**src/rtl/l1i_mau_pkg.sv**
```systemverilog
// Shared definitions for the L1I miss-refill unit: core geometry, state encoding, bus width default.
`ifndef CORE_ADDR_WIDTH
`define CORE_ADDR_WIDTH 32
`endif
`ifndef CORE_OFFSET_WIDTH
`define CORE_OFFSET_WIDTH 4
`endif
`ifndef L1_LINE_SIZE
`define L1_LINE_SIZE 128
`endif

package l1i_mau_pkg;
    localparam int ADDR_W             = `CORE_ADDR_WIDTH;
    localparam int OFFSET_W           = `CORE_OFFSET_WIDTH;
    localparam int LINE_W             = `L1_LINE_SIZE;
    localparam int BUS_DATA_WIDTH_DEF = 32;

    typedef enum logic [1:0] {
        IDLE = 2'd0,
        REQ  = 2'd1,
        RSP  = 2'd2,
        DONE = 2'd3
    } mau_state_e;
endpackage

```
**src/rtl/l1i_mau.sv**
```systemverilog
// L1I miss-refill unit: splits a line fill into bus beats and returns the assembled line.
// Optional last-line buffer enabled by defining L1I_MAU_LINE_BUF_EN.
module l1i_mau
    import l1i_mau_pkg::*;
#(
    parameter int BUS_DATA_WIDTH = BUS_DATA_WIDTH_DEF,
    parameter int BEATS          = LINE_W / BUS_DATA_WIDTH,
    parameter int CNT_W          = $clog2(BEATS)
) (
    input  logic                      clk,
    input  logic                      rst_n,
    input  logic                      mau_req_val,
    input  logic [ADDR_W-1:0]         mau_req_addr,
    output logic                      mau_req_ack,
    output logic [LINE_W-1:0]         mau_ack_data,
    output logic                      mem_req_val,
    output logic [ADDR_W-1:0]         mem_req_addr,
    input  logic                      mem_req_ack,
    input  logic                      mem_rsp_val,
    input  logic [BUS_DATA_WIDTH-1:0] mem_rsp_data
);
    typedef logic [ADDR_W-1:0] addr_t;

    localparam int   BYTE_W      = $clog2(BUS_DATA_WIDTH / 8);
    localparam addr_t OFFSET_MSK = addr_t'((1 << OFFSET_W) - 1);

    mau_state_e         state, state_nxt;
    addr_t              addr_r;
    logic [CNT_W-1:0]   cnt;
    logic [LINE_W-1:0]  line_r;
    logic               accept;
    logic               beat_wr;
    logic               last_beat;

    assign last_beat = (cnt == CNT_W'(BEATS - 1));

`ifdef L1I_MAU_LINE_BUF_EN
    logic  lb_val;
    addr_t lb_addr;
    logic  lb_hit;

    assign lb_hit = lb_val && (mau_req_addr == lb_addr);
`endif

    always_ff @(posedge clk or negedge rst_n) begin
        if (!rst_n) state <= IDLE;
        else        state <= state_nxt;
    end

    always_comb begin
        state_nxt    = state;
        accept       = 1'b0;
        beat_wr      = 1'b0;
        mem_req_val  = 1'b0;
        mem_req_addr = '0;
        mau_req_ack  = 1'b0;
        mau_ack_data = '0;
        case (state)
            IDLE: begin
                if (mau_req_val) begin
`ifdef L1I_MAU_LINE_BUF_EN
                    if (lb_hit) begin
                        state_nxt = DONE;
                    end else begin
                        accept    = 1'b1;
                        state_nxt = REQ;
                    end
`else
                    accept    = 1'b1;
                    state_nxt = REQ;
`endif
                end
            end
            REQ: begin
                // addr_r has zero offset bits, so OR-ing in the beat index forms the beat address
                mem_req_val  = 1'b1;
                mem_req_addr = addr_r | (addr_t'(cnt) << BYTE_W);
                if (mem_req_ack) state_nxt = RSP;
            end
            RSP: begin
                if (mem_rsp_val) begin
                    beat_wr   = 1'b1;
                    state_nxt = last_beat ? DONE : REQ;
                end
            end
            DONE: begin
                mau_req_ack  = 1'b1;
                mau_ack_data = line_r;
                state_nxt    = IDLE;
            end
            default: state_nxt = IDLE;
        endcase
    end

    always_ff @(posedge clk or negedge rst_n) begin
        if (!rst_n) begin
            addr_r <= '0;
            cnt    <= '0;
            line_r <= '0;
        end else begin
            if (accept) begin
                addr_r <= mau_req_addr & ~OFFSET_MSK;
                cnt    <= '0;
            end
            if (beat_wr) begin
                line_r[int'(cnt)*BUS_DATA_WIDTH +: BUS_DATA_WIDTH] <= mem_rsp_data;
                if (!last_beat) cnt <= cnt + CNT_W'(1);
            end
        end
    end

`ifdef L1I_MAU_LINE_BUF_EN
    always_ff @(posedge clk or negedge rst_n) begin
        if (!rst_n) begin
            lb_val  <= 1'b0;
            lb_addr <= '0;
        end else if (beat_wr && last_beat) begin
            lb_val  <= 1'b1;
            lb_addr <= addr_r;
        end
    end
`endif

`ifndef SYNTHESYS
    ack_one_hot: assert property (@(posedge clk) disable iff (!rst_n)
        mau_req_ack |=> !mau_req_ack);

    req_stable: assert property (@(posedge clk) disable iff (!rst_n)
        (mem_req_val && !mem_req_ack) |=> (mem_req_val && $stable(mem_req_addr)));

    // A beat arriving with no request outstanding is dropped; flag it without stopping
    rsp_only_in_rsp: assert property (@(posedge clk) disable iff (!rst_n)
        mem_rsp_val |-> (state == RSP))
        else $warning("l1i_mau: mem_rsp_val outside RSP ignored");
`endif
endmodule

```
**config.mk**
```make
export PLATFORM = sky130hd
export DESIGN_NAME = l1i_mau
export DESIGN_NICKNAME = d
export VERILOG_FILES = /design/src/rtl/l1i_mau_pkg.sv /design/src/rtl/l1i_mau.sv
export SDC_FILE = /design/constraint.sdc
export NUM_CORES = 1
export LEC_CHECK = 0
export ABC_CLOCK_PERIOD_IN_PS = 3750
export BUFFER_PORTS_ARGS = -buffer_cell sky130_fd_sc_hd__clkbuf_2
export CELL_PAD_IN_SITES_DETAIL_PLACEMENT = 0
export CELL_PAD_IN_SITES_GLOBAL_PLACEMENT = 2
export CORE_AREA = 2 2 147 149
export DETAILED_ROUTE_END_ITERATION = 6
export DIE_AREA = 0 0 149 151
export PLACE_DENSITY = 0.92
export SYNTH_ARGS = -nofsm -noshare
export SYNTH_HDL_FRONTEND = slang
export SYNTH_SLANG_ARGS = --single-unit
```
**constraint.sdc**
```tcl
create_clock -name clk -period 3.75 [get_ports clk]
set_clock_uncertainty 0.2 [all_clocks]
set_input_delay 0.1875 -clock clk [delete_from_list [all_inputs] [get_ports clk]]
set_output_delay 0.1875 -clock clk [all_outputs]
set_load 0.1 [all_outputs]
```
==> impl_results.md, run 1 <==
* Outcome: complete, no violations
* First-pass GRT wire length at roughly 32 mm
* Clk pwr share at 25.6%
* GRT Total Usage at around 19%
* Post-synth top area share at 56.8%
* Most instantiated cells after synthesis: 160 x dfrtp_1, 128 x and3_1, 123 x a22o_1, 43 x clkbuf_1, 31 x and2_1
* Worst Hold Path Cells at 3
* Synth Area in Compound Gates at roughly 16%
* WL/cell at 18.4 um
* Die area at 0.0225 sq mm
* Avg Inst Size Synth at ~12 sq um
* DR iter-0 viols at 221
* Worst skew pair latency at ~420 ps
* Nets at 906
* Syn-to-layout area delta at 37.4%
* Max Cap Violations at 0
* Adder-cell area share of the yosys netlist at less than 1%
* RSZ-0062 raised after global routing: no
* Worst-margin pin slew at between 800 and 900 ps
* CP required at approximately 3400 ps
* Initial antenna violation count at 0
* Synth area leaders: dfrtp_1 57%, a22o_1 15%, and3_1 11%
* Switching Fraction at between 40% and 50%
* Ys Warns at 0
* P_sw at ~3.1 mW
* RR Startpoint: cnt[0]
* Die width at between 100 and 150 um
* Setup_tns at 0 ps
* Fraction of layout cells with a size suffix above 1 at between 30% and 40%
* Grt total ovfl at 0
* CP Cell Sequence: buf_4 > and3_1 > clkbuf_2
* Count leader, synth: dfrtp_1
* Max IR drop VDD at slightly below 0.6 mV
* Number of port buffers at around 220
* R2R Setup Slk at just over 1000 ps
* Hold Vio Cnt, Final at 0
* Comb pwr share at roughly two fifths
* Met1 Track Usage GR at between 20% and 30%
* Std-Cell Rows at 53
* Worst R2R End: line_r[59]
* I/O pin cnt at about 230
* Final core utilization at 46.5%
* # setup viols final at 0
* Seq/Total Area, Yosys at a little under three fifths
* Inserted Diodes at 0
* Count of cell types in the netlist at 29
* Reg2Reg Depth at 6
* Routing usage on met3 at ~4.6%
* Placed cell area at around 0.0084 sq mm
* Top_reg_cell synth: dfrtp_1
* Sink Count at 160
* Core area at 0.0208 sq mm
* Max H-tree Level at 4
* Synth area leader: dfrtp_1
* Final Max Tran Viols at 0
* Power Internal at just under 4 mW
* Slowest CP cell: dfrtp_4
* Pin count of the biggest net entering global routing at between 90 and 100
* Worst Hold Class: input port to flop
* Post-DRT Antenna Nets at 0
* GRT met2 Usage at about 29%
* Post-route minimum period at 2930 ps
* Gate Count Post-Synth at between 500 and 600
* Leakage at roughly 5.3 nW
* FFs w/ async S/R, synth at 100%
* CP Data Arrival Time at between 2000 and 3000 ps
* Design area at a little under 0.01 sq mm
* Setup bufs post-CTS at 0
* Critical path's largest stage delay at ~660 ps
* Min-Delay Endpoint: state[0]
* Register bit total from synthesis at 160
* CP Class: flop to output port
* Post-Synth Simple-Gate Area at 16.9%
* Grt peak-use layer: met2
* Post-CTS resize count at 0
* Worst-case clock buffer depth at 2
* Hold-fix buffers, CTS at 64
* Worst Path Max Fanout at 98
* Period utilization at between 70% and 80%
* Worst Setup End Kind: output port
* Synth Cell Area at between 0.007 and 0.008 sq mm
* Headroom to the max-slew limit at about 40%
* Flop pwr share at between 30% and 40%
* Mux contribution to synthesized area at about 4.8%
* DRT Pass-1 Iters at 4
* Reg clk slew, reported paths at about 60 ps
* Vias in the first global route at about 5,800
* Min-Delay Startpoint: mem_rsp_val
* PD cells at ~730 mW/mm^2
* DR vias at 5,702
* EDFF count, synth at 0
* Routability-driven placement congestion ratio at ~0.73
* CTS tree: yes
* Die height at 151 um
* Delay-heaviest family, CP: buffers and inverters
* Place WS at roughly 1000 ps
* F_max at approximately 340 MHz
* Drt total wl at around 21 mm
* Vias/cell at 5.10
* Critical Path Start Type: flop
* Largest family of logic cells by synthesized area: simple AND/OR/NAND/NOR gates
* DR DRC count at 0
* Effective utilization at floorplan at around 34%
* Final worst setup slack at 815 ps
* Post-Synth XOR/XNOR Area at 0%
* WP buf/inv at 2
* Total Power at 7.03 mW
* Total CTS buffers at 17
* Dpl hpwl at between 10 and 15 mm
* Root Driver: clkbuf_16
-- metrics by stage --
step	cells	hold slack [ps]
CTS	1119	8.78
floorplan	574	-308
global route	1119	38.7
detailed placement	1024	136
global placement	1024	134
finish	1119	37.8
-- cell usage in the layout (no fill, tap or decap), types with 6 or more instances in the layout --
cell	n
a22o_1	123
a32o_1	6
and2_1	31
and3_1	128
buf_4	15
clkbuf_16	17
clkbuf_2	220
dfrtp_1	158
dlygate4sd3_1	64
mux2_2	29
-- how the worst max path moves through the flow --
stage                        to  depth (start not counted)     start  slack, ps
2_1_floorplan  mem_req_addr[23]                          4  state[1]        700
3_3_place_gp         line_r[52]                          6    cnt[0]       1060
3_5_place_dp         line_r[51]                          6    cnt[0]        980
4_1_cts        mau_ack_data[15]                          3  state[0]        790
5_1_grt        mau_ack_data[15]                          3  state[0]        620
6_report       mau_ack_data[15]                          3  state[0]        820
-- per-layer routing --
| layer | vias up | routed length, um |
|---|---|---|
| met5 | - | 0 |
| met4 | 0 | 151 |
| met3 | 10 | 1300 |
| met2 | 195 | 9680 |
| met1 | 2851 | 9420 |
| li1 | 2646 | - |
-- registers in the layout, indices dropped and copies added (netlist names) --
signal,count
cnt,2
line_r,128
state,2
addr_r,28
-- worst min-delay path, stage by stage --
cell	delay, ps
clkbuf_2	190
mux2i_1	160
o21ai_0	80
-- logic make-up (layout without fill, tap and decap cells) --
family / after synthesis / in the layout
other: 1 / 2
AOI/OAI and AO/OA: 130 / 130
DFF: 160 / 160
buffers and inverters: 66 / 336
adders and majority gates: 5 / 5
and+or+nand+nor: 181 / 181
muxes: 30 / 30
-- final cells by class --
cell class	count	area, sq um
flip-flops and latches	160	4010
fillers	1967	11100
clock inverters	11	155
repair buffers	303	1930
inverters	2	7.51
multi-input cells	348	2780
clock buffers	20	457
well taps	275	344
-- power by group through the flow --
stage / clock (mW) / sequential [mW] / combinational [mW]
floorplan: 0 / 2.23 / 2.40
global placement: 0 / 2.39 / 2.79
detailed placement: 0 / 2.40 / 2.81
CTS: 1.85 / 2.38 / 2.86
global route: 1.93 / 2.44 / 3.01
finish: 1.80 / 2.38 / 2.85
Note: power is estimated with default switching activity, not from simulation.
==> inputs of run 2 (changes only) <==
- ABC_AREA: unset -> 1
- ABC_CLOCK_PERIOD_IN_PS: 3750 -> 3000
- CORE_AREA: 2 2 147 149 -> 2 2 174 176
- DIE_AREA: 0 0 149 151 -> 0 0 176 178
- PLACE_DENSITY: 0.92 -> 0.88
- clock period: 3.75 -> 3 ns (I/O delays scaled with it)
==> run 2 against run 1 <==
- routed wire length grew 23%
- non-clock buffer count decreased by 1
- clock power up 20%
- clock-buffer cell count decreased by 3
- via count rose by 33%
- setup slack got worse by 510 ps
- final cell count up 63%
- final area rose by 11%
- core utilization is 9.8 points lower
- synthesized cell count is 100% higher
- largest power group unchanged
==> impl_results.md, run 2 <==
* Top_reg_cell synth: dfrtp_1 (unchanged)
* Leakage at 5.99 nW (was 5.33 nW)
* Std-Cell Rows at 63 (was 53)
* Synth area leader: dfrtp_1 (unchanged)
* Routability-driven placement congestion ratio at 0.832 (was 0.731)
* Setup_tns at 0 ps (unchanged)
* Worst skew pair latency at 430 ps (was 420 ps)
* Worst R2R End: line_r[24] (was line_r[59])
* Inserted Diodes at 0 (unchanged)
* Count of cell types in the netlist at 19 (was 29)
* Most instantiated cells after synthesis: 326 x nand2_1, 224 x nor2_1, 218 x inv_1, 160 x dfrtp_1, 117 x nand3_1 (was 160 x dfrtp_1, 128 x and3_1, 123 x a22o_1, 43 x clkbuf_1, 31 x and2_1)
* Synth Cell Area at 0.00812 sq mm (was 0.00705 sq mm)
* Seq/Total Area, Yosys at 49.3% (was 56.8%)
* Gate Count Post-Synth at 1,162 (was 573)
* Reg2Reg Depth at 8 (was 6)
* Initial antenna violation count at 0 (unchanged)
* # setup viols final at 0 (unchanged)
* EDFF count, synth at 0 (unchanged)
* Worst-margin pin slew at 1050 ps (was 885 ps)
* Outcome: complete, no violations (unchanged)
* Final Max Tran Viols at 0 (unchanged)
* Grt total ovfl at 0 (unchanged)
* Hold Vio Cnt, Final at 0 (unchanged)
* Synth area leaders: dfrtp_1 49%, nand2_1 15%, nor2_1 10% (was dfrtp_1 57%, a22o_1 15%, and3_1 11%)
* Hold-fix buffers, CTS at 65 (was 64)
* WL/cell at 13.9 um (was 18.4 um)
* Post-route minimum period at about 2700 ps
* DR DRC count at 0 (unchanged)
* Critical path's largest stage delay at 500 ps (was 660 ps)
* Ys Warns at 0 (unchanged)
* Syn-to-layout area delta at 32.9% (was 37.4%)
* Leading registers by flop count: line_r x128, addr_r x28 (unchanged)
* Nets at 1,491 (was 906)
* Most frequent cells in the layout: 324 x nand2_1, 223 x nor2_1, 222 x clkbuf_2, 218 x inv_1, 160 x dfrtp_1 (was 220 x clkbuf_2, 158 x dfrtp_1, 128 x and3_1, 123 x a22o_1, 64 x dlygate4sd3_1)
* Fraction of layout cells with a size suffix above 1 at 19.9% (was 36.6%)
* I/O pin cnt at 231 (unchanged)
* Post-synth top area share at 49.3% (was 56.8%)
* DR iter-0 viols at 430 (was 221)
* First-pass GRT wire length at 40.6 mm (was 32.4 mm)
* Effective utilization at floorplan at 27.6% (was 33.8%)
* Max Cap Violations at 0 (unchanged)
* Avg Inst Size Synth at 6.99 sq um (was 12.3 sq um)
* Setup bufs post-CTS at 0 (unchanged)
* R2R Setup Slk at 660 ps (was 1020 ps)
* Post-DRT Antenna Nets at 0 (unchanged)
* Worst-case clock buffer depth at 2 (unchanged)
* DRT Pass-1 Iters at 4 (unchanged)
* RSZ-0062 raised after global routing: no (unchanged)
* Root Driver: clkbuf_16 (unchanged)
* Headroom to the max-slew limit at 30.0% (was 41.0%)
* CP Class: flop to output port (unchanged)
* Vias in the first global route at 7,423 (was 5,794)
* PD cells at 926 mW/mm^2 (was 726 mW/mm^2)
* F_max at between 300 and 400 MHz
* Total CTS buffers at 17 (unchanged)
* Die width at 176 um (was 149 um)
* Drt total wl at 25.3 mm (was 20.6 mm)
* Final worst setup slack at 309 ps (was 815 ps)
* Die height at 178 um (was 151 um)
* CP Data Arrival Time at 2340 ps (was 2550 ps)
* Sink Count at 160 (unchanged)
* FFs w/ async S/R, synth at 100% (unchanged)
* Most common cell after layout, fill and taps aside: nand2_1 (was clkbuf_2)
* Worst Hold Class: input port to asynchronous set/reset pin (was input port to flop)
* Post-CTS resize count at 0 (unchanged)
* CP required at 2650 ps (was 3360 ps)
* Max IR drop VDD at 1.11 mV (was 0.597 mV)
* Die area at 0.0313 sq mm (was 0.0225 sq mm)
* Period utilization at around nine tenths
* Number of port buffers at 224 (unchanged)
* Pin count of the biggest net entering global routing at 77 (was 99)
* GRT Total Usage at 16.6% (was 18.5%)
* Max reg flops at 128 (unchanged)
* Dpl hpwl at 17.6 mm (was 12.8 mm)
* Worst Setup End Kind: output port (unchanged)
* Register bit total from synthesis at 160 (unchanged)
* Worst Path Max Fanout at 76 (was 98)
* Place WS at 654 ps (was 979 ps)
* CTS tree: yes (unchanged)
* Max H-tree Level at 4 (unchanged)
* CP Cell Sequence: nand2_4 > buf_12 > nor2_1 > clkbuf_2 (was buf_4 > and3_1 > clkbuf_2)
* RR Startpoint: cnt[0] (unchanged)
* Count leader, synth: nand2_1 (was dfrtp_1)
* Critical Path Start Type: flop (unchanged)
* Core area at 0.0294 sq mm (was 0.0208 sq mm)
* Slowest CP cell: dfrtp_1 (was dfrtp_4)
* Biggest register: line_r (unchanged)
* DR vias at 7,588 (was 5,702)
* Vias/cell at 4.17 (was 5.10)
* Reg clk slew, reported paths at 70 ps (was 60 ps)
-- run 2: routing by layer --
| metal | up-vias | share of wire (%) | GRT usage, % |
|---|---|---|---|
| met5 | - | 0 | 0 |
| met4 | 0 | 2.6 | 6.23 |
| met3 | 36 | 6.3 | 4.62 |
| met2 | 199 | 44 | 25.2 |
| met1 | 3459 | 47 | 22.5 |
| li1 | 3894 | - | - |
-- run 2: logic make-up (layout without fill, tap and decap cells) --
kind of cell    count (synthesis)  in the layout  share of synthesized area [%]
simple gates                  675            675                           33.7
buf+inv                       289            556                           14.2
flops                         160            160                           49.3
compound gates                 32             32                           1.97
fa+ha+maj                       5              5                          0.770
other cells                     1              2                         0.0462
-- run 2: layout make-up --
| class | count | area (sq um) |
|---|---|---|
| clock buffer | 17 | 425 |
| sequential | 160 | 4000 |
| multi-input combinational | 714 | 2990 |
| tap | 390 | 488 |
| timing repair buffer | 302 | 1900 |
| clock inverter | 15 | 150 |
| fill | 3195 | 18600 |
| inverter | 222 | 833 |
-- run 2: worst max-delay path, delay by kind of cell (launching register included) --
| kind | cells | cell delay, ps |
|---|---|---|
| flip-flops | 1 | 500 |
| AND/OR/NAND/NOR | 2 | 540 |
| buffers and inverters | 2 | 840 |
-- run 2: report_power, final --
part	internal (mW)	total, mW	switching, mW
Sequential	2.60	2.83	0.222
Combinational	0.876	5.01	4.13
Clock	1.11	2.16	1.06
-- run 2: how the worst max path moves through the flow --
stage	startpoint	to
after floorplan	state[1]	mau_ack_data[100]
after global placement	cnt[0]	line_r[24]
after detailed placement	cnt[0]	line_r[24]
after CTS	state[1]	mau_ack_data[14]
after global routing	state[1]	mau_ack_data[14]
final	state[1]	mau_ack_data[14]
-- run 2: metrics by stage --
stage	utilization, %	hold WS [ps]	instances	total power, mW	instance area (sq um)
4_1_cts	36.7	109	1820	10.1	10800
6_report	36.7	77.4	1820	9.99	10800
5_1_grt	36.7	143	1820	10.6	10800
3_3_place_gp	32.5	-4.92	1723	7.77	9560
3_5_place_dp	32.5	1.60	1723	7.81	9560
2_1_floorplan	-	-346	1163	6.81	8120
==> inputs of run 3 (changes only) <==
- CORE_AREA: 2 2 174 176 -> 2 2 171 173
- CTS_BUF_LIST: unset -> sky130_fd_sc_hd__clkbuf_2
- DIE_AREA: 0 0 176 178 -> 0 0 173 175
- PLACE_DENSITY: 0.88 -> 0.9
==> run 3 against run 2 <==
- total power down 7.1%
- via count up 7.5%
- clock power down 44%
- register-to-register slack worse by 470 ps
- critical path type is now flop to flop
- largest power group unchanged
- highest routed layer unchanged
==> impl_results.md, run 3 (synthesized netlist as in run 2, its figures left out) <==
* Worst-margin pin slew at 1070 ps (was 1050 ps)
* I/O pin cnt at 231 (unchanged)
* Sink Count at 160 (unchanged)
* Fraction of layout cells with a size suffix above 1 at 18.9% (was 19.9%)
* # setup viols final at 0 (unchanged)
* Placed cell area at 0.00957 sq mm (was 0.00956 sq mm)
* Dpl hpwl at 17.9 mm (was 17.6 mm)
* Total Power at 9.28 mW (was 9.99 mW)
* CP required at 3460 ps (was 2650 ps)
* FF/Latch Area at 0.00400 sq mm (unchanged)
* Design area at 0.0115 sq mm (was 0.0108 sq mm)
* GRT Total Usage at 18.0% (was 16.6%)
* Max IR drop VDD at 1.15 mV (was 1.11 mV)
* Reg clk slew, reported paths at 260 ps (was 70 ps)
* CP Data Arrival Time at 3270 ps (was 2340 ps)
* Std-Cell Rows at 62 (was 63)
* Vias/cell at 4.27 (was 4.17)
* RR Startpoint: cnt[0] (unchanged)
* Worst Setup End Kind: flop (was output port)
* Die width at 173 um (was 176 um)
* CTS tree: yes (unchanged)
* CP Class: flop to flop (was flop to output port)
* Headroom to the max-slew limit at 28.9% (was 30.0%)
* Root Driver: clkbuf_2 (was clkbuf_16)
* Drt total wl at 26.7 mm (was 25.3 mm)
* Worst Hold Class: input port to flop (was input port to asynchronous set/reset pin)
* Final core utilization at 40.3% (was 36.7%)
* Layout fillers at 3,049 (was 3,195)
* CP Cell Sequence: inv_1 > ha_1 > inv_1 > nor2_4 > buf_4 > nand3_1 > dlygate4sd3_1 > nand2_1 (was nand2_4 > buf_12 > nor2_1 > clkbuf_2)
* Worst-case clock buffer depth at 2 (unchanged)
* Vias in the first global route at 8,298 (was 7,423)
* Critical path's largest stage delay at 570 ps (was 500 ps)
* DR iter-0 viols at 368 (was 430)
* DRT Pass-1 Iters at 5 (was 4)
* Routing usage on met3 at 5.33% (was 4.62%)
* Post-route minimum period at 2810 ps (was 2690 ps)
* Multi-input gate area at 0.00299 sq mm (unchanged)
* Post-DRT Antenna Nets at 0 (unchanged)
* Worst skew pair latency at 710 ps (was 430 ps)
* Number of port buffers at 224 (unchanged)
* Delay-heaviest family, CP: buffers and inverters (unchanged)
* Period utilization at 93.8% (was 89.7%)
* Hold Vio Cnt, Final at 0 (unchanged)
* Grt peak-use layer: met2 (unchanged)
* Worst Path Max Fanout at 18 (was 76)
* Slowest CP cell: dlygate4sd3_1 (was dfrtp_1)
* Biggest register: line_r (unchanged)
* GRT met2 Usage at 29.1% (was 25.2%)
* Min-Delay Startpoint: mem_rsp_data[27]
* Final Max Tran Viols at 0 (unchanged)
* Syn-to-layout area delta at 41.0% (was 32.9%)
* WP buf/inv at 4 (was 2)
* First-pass GRT wire length at 43.5 mm (was 40.6 mm)
* Leading registers by flop count: line_r x128, addr_r x28 (unchanged)
* Routability-driven placement congestion ratio at 0.820 (was 0.832)
* Max reg flops at 128 (unchanged)
* Cell mode on critical path: inv_1
* Max H-tree Level at 4 (unchanged)
* Nets at 1,585 (was 1,491)
* F_max at 356 MHz (was 372 MHz)
* Pin count of the biggest net entering global routing at 62 (was 77)
* Final worst setup slack at 187 ps (was 309 ps)
* Total CTS buffers at 17 (unchanged)
* Critical Path Start Type: flop (unchanged)
* Most frequent cells in the layout: 324 x nand2_1, 223 x nor2_1, 218 x inv_1, 186 x clkbuf_2, 160 x dfrtp_1 (was 324 x nand2_1, 223 x nor2_1, 222 x clkbuf_2, 218 x inv_1, 160 x dfrtp_1)
* Max Cap Violations at 0 (unchanged)
* Setup_tns at 0 ps (unchanged)
* PD cells at 811 mW/mm^2 (was 926 mW/mm^2)
* Effective utilization at floorplan at 28.6% (was 27.6%)
* Die area at 0.0303 sq mm (was 0.0313 sq mm)
* Grt total ovfl at 0 (unchanged)
* Leakage at 6.21 nW (was 5.99 nW)
* Initial antenna violation count at 1 (was 0)
* WL/cell at 14.0 um (was 13.9 um)
* Setup bufs post-CTS at 0 (unchanged)
* Outcome: complete, no violations (unchanged)
* DR DRC count at 0 (unchanged)
* DR vias at 8,158 (was 7,588)
* Met1 Track Usage GR at 22.9% (was 22.5%)
* Place WS at 532 ps (was 654 ps)
* Die height at 175 um (was 178 um)
* Worst Setup SP: cnt[0] (was state[1])
* RSZ-0062 raised after global routing: yes (was no)
* Core area at 0.0284 sq mm (was 0.0294 sq mm)
* Most common cell after layout, fill and taps aside: nand2_1 (unchanged)
## run 3: cell count changes in the layout (fill, tap and decap cells not counted), moves of 4 or more
cell,delta
clkbuf_4,+23
clkbuf_16,-17
clkbuf_2,-36
buf_4,+4
dlygate4sd3_1,+90
buf_2,+30
## run 3: area by class of cell
cell class | instances | area share [%]
sequential | 160 | 35.0
multi-input combinational | 714 | 26.1
timing repair buffer | 396 | 25.4
inverter | 222 | 7.28
tap | 384 | 4.20
clock inverter | 14 | 1.28
clock buffer | 18 | 0.787
antenna | 2 | 0.0437
## run 3: worst paths after layout
| kind | end | slack [ps] | cells past startpoint |
|---|---|---|---|
| worst max-delay path | line_r[18] | 190 | 8 |
| min in group asynchronous | line_r[36] | 290 | 4 |
| max in group asynchronous | line_r[58] | 1920 | 4 |
| worst min-delay path | line_r[91] | 100 | 6 |
| worst min register to register | line_r[67] | 300 | 2 |
| worst max register to register | line_r[18] | 190 | 8 |
## run 3: repair_timing
| action | CTS | global route |
|---|---|---|
| endpoints found under the hold margin | 320 | 1 |
| gates resized for setup | 0 | 80 |
| hold buffers | 155 | 1 |
| setup endpoints to repair | 0 | 92 |
## run 3: routing by layer
metal / wire [um] / share of wire (%)
met1: 11800 / 44
met5: 0 / 0
met4: 809 / 3.0
met3: 1900 / 7.1
met2: 12200 / 46
## run 3: stage by stage
| step | hold WS [ps] | instances |
|---|---|---|
| after floorplan | -346 | 1163 |
| after global placement | -64.9 | 1720 |
| after detailed placement | -61.0 | 1720 |
| after CTS | 7.11 | 1907 |
| after global routing | 9.99 | 1910 |
| final | 101 | 1910 |
## run 3: worst reg2reg max path, stage by stage (launching register included)
cell and delay, ps:
dfrtp_1 460, inv_1 190, ha_1 360, inv_1 120
nor2_4 390, buf_4 330, nand3_1 100, dlygate4sd3_1 570
nand2_1 60
## run 3: where the power goes
group	switching, mW	leakage (nW)	total [mW]	internal, mW
registers	0.226	2.12	2.83	2.60
logic	4.19	3.95	5.25	1.05
clock network	0.876	0.134	1.21	0.332
total	5.30	6.21	9.28	3.99
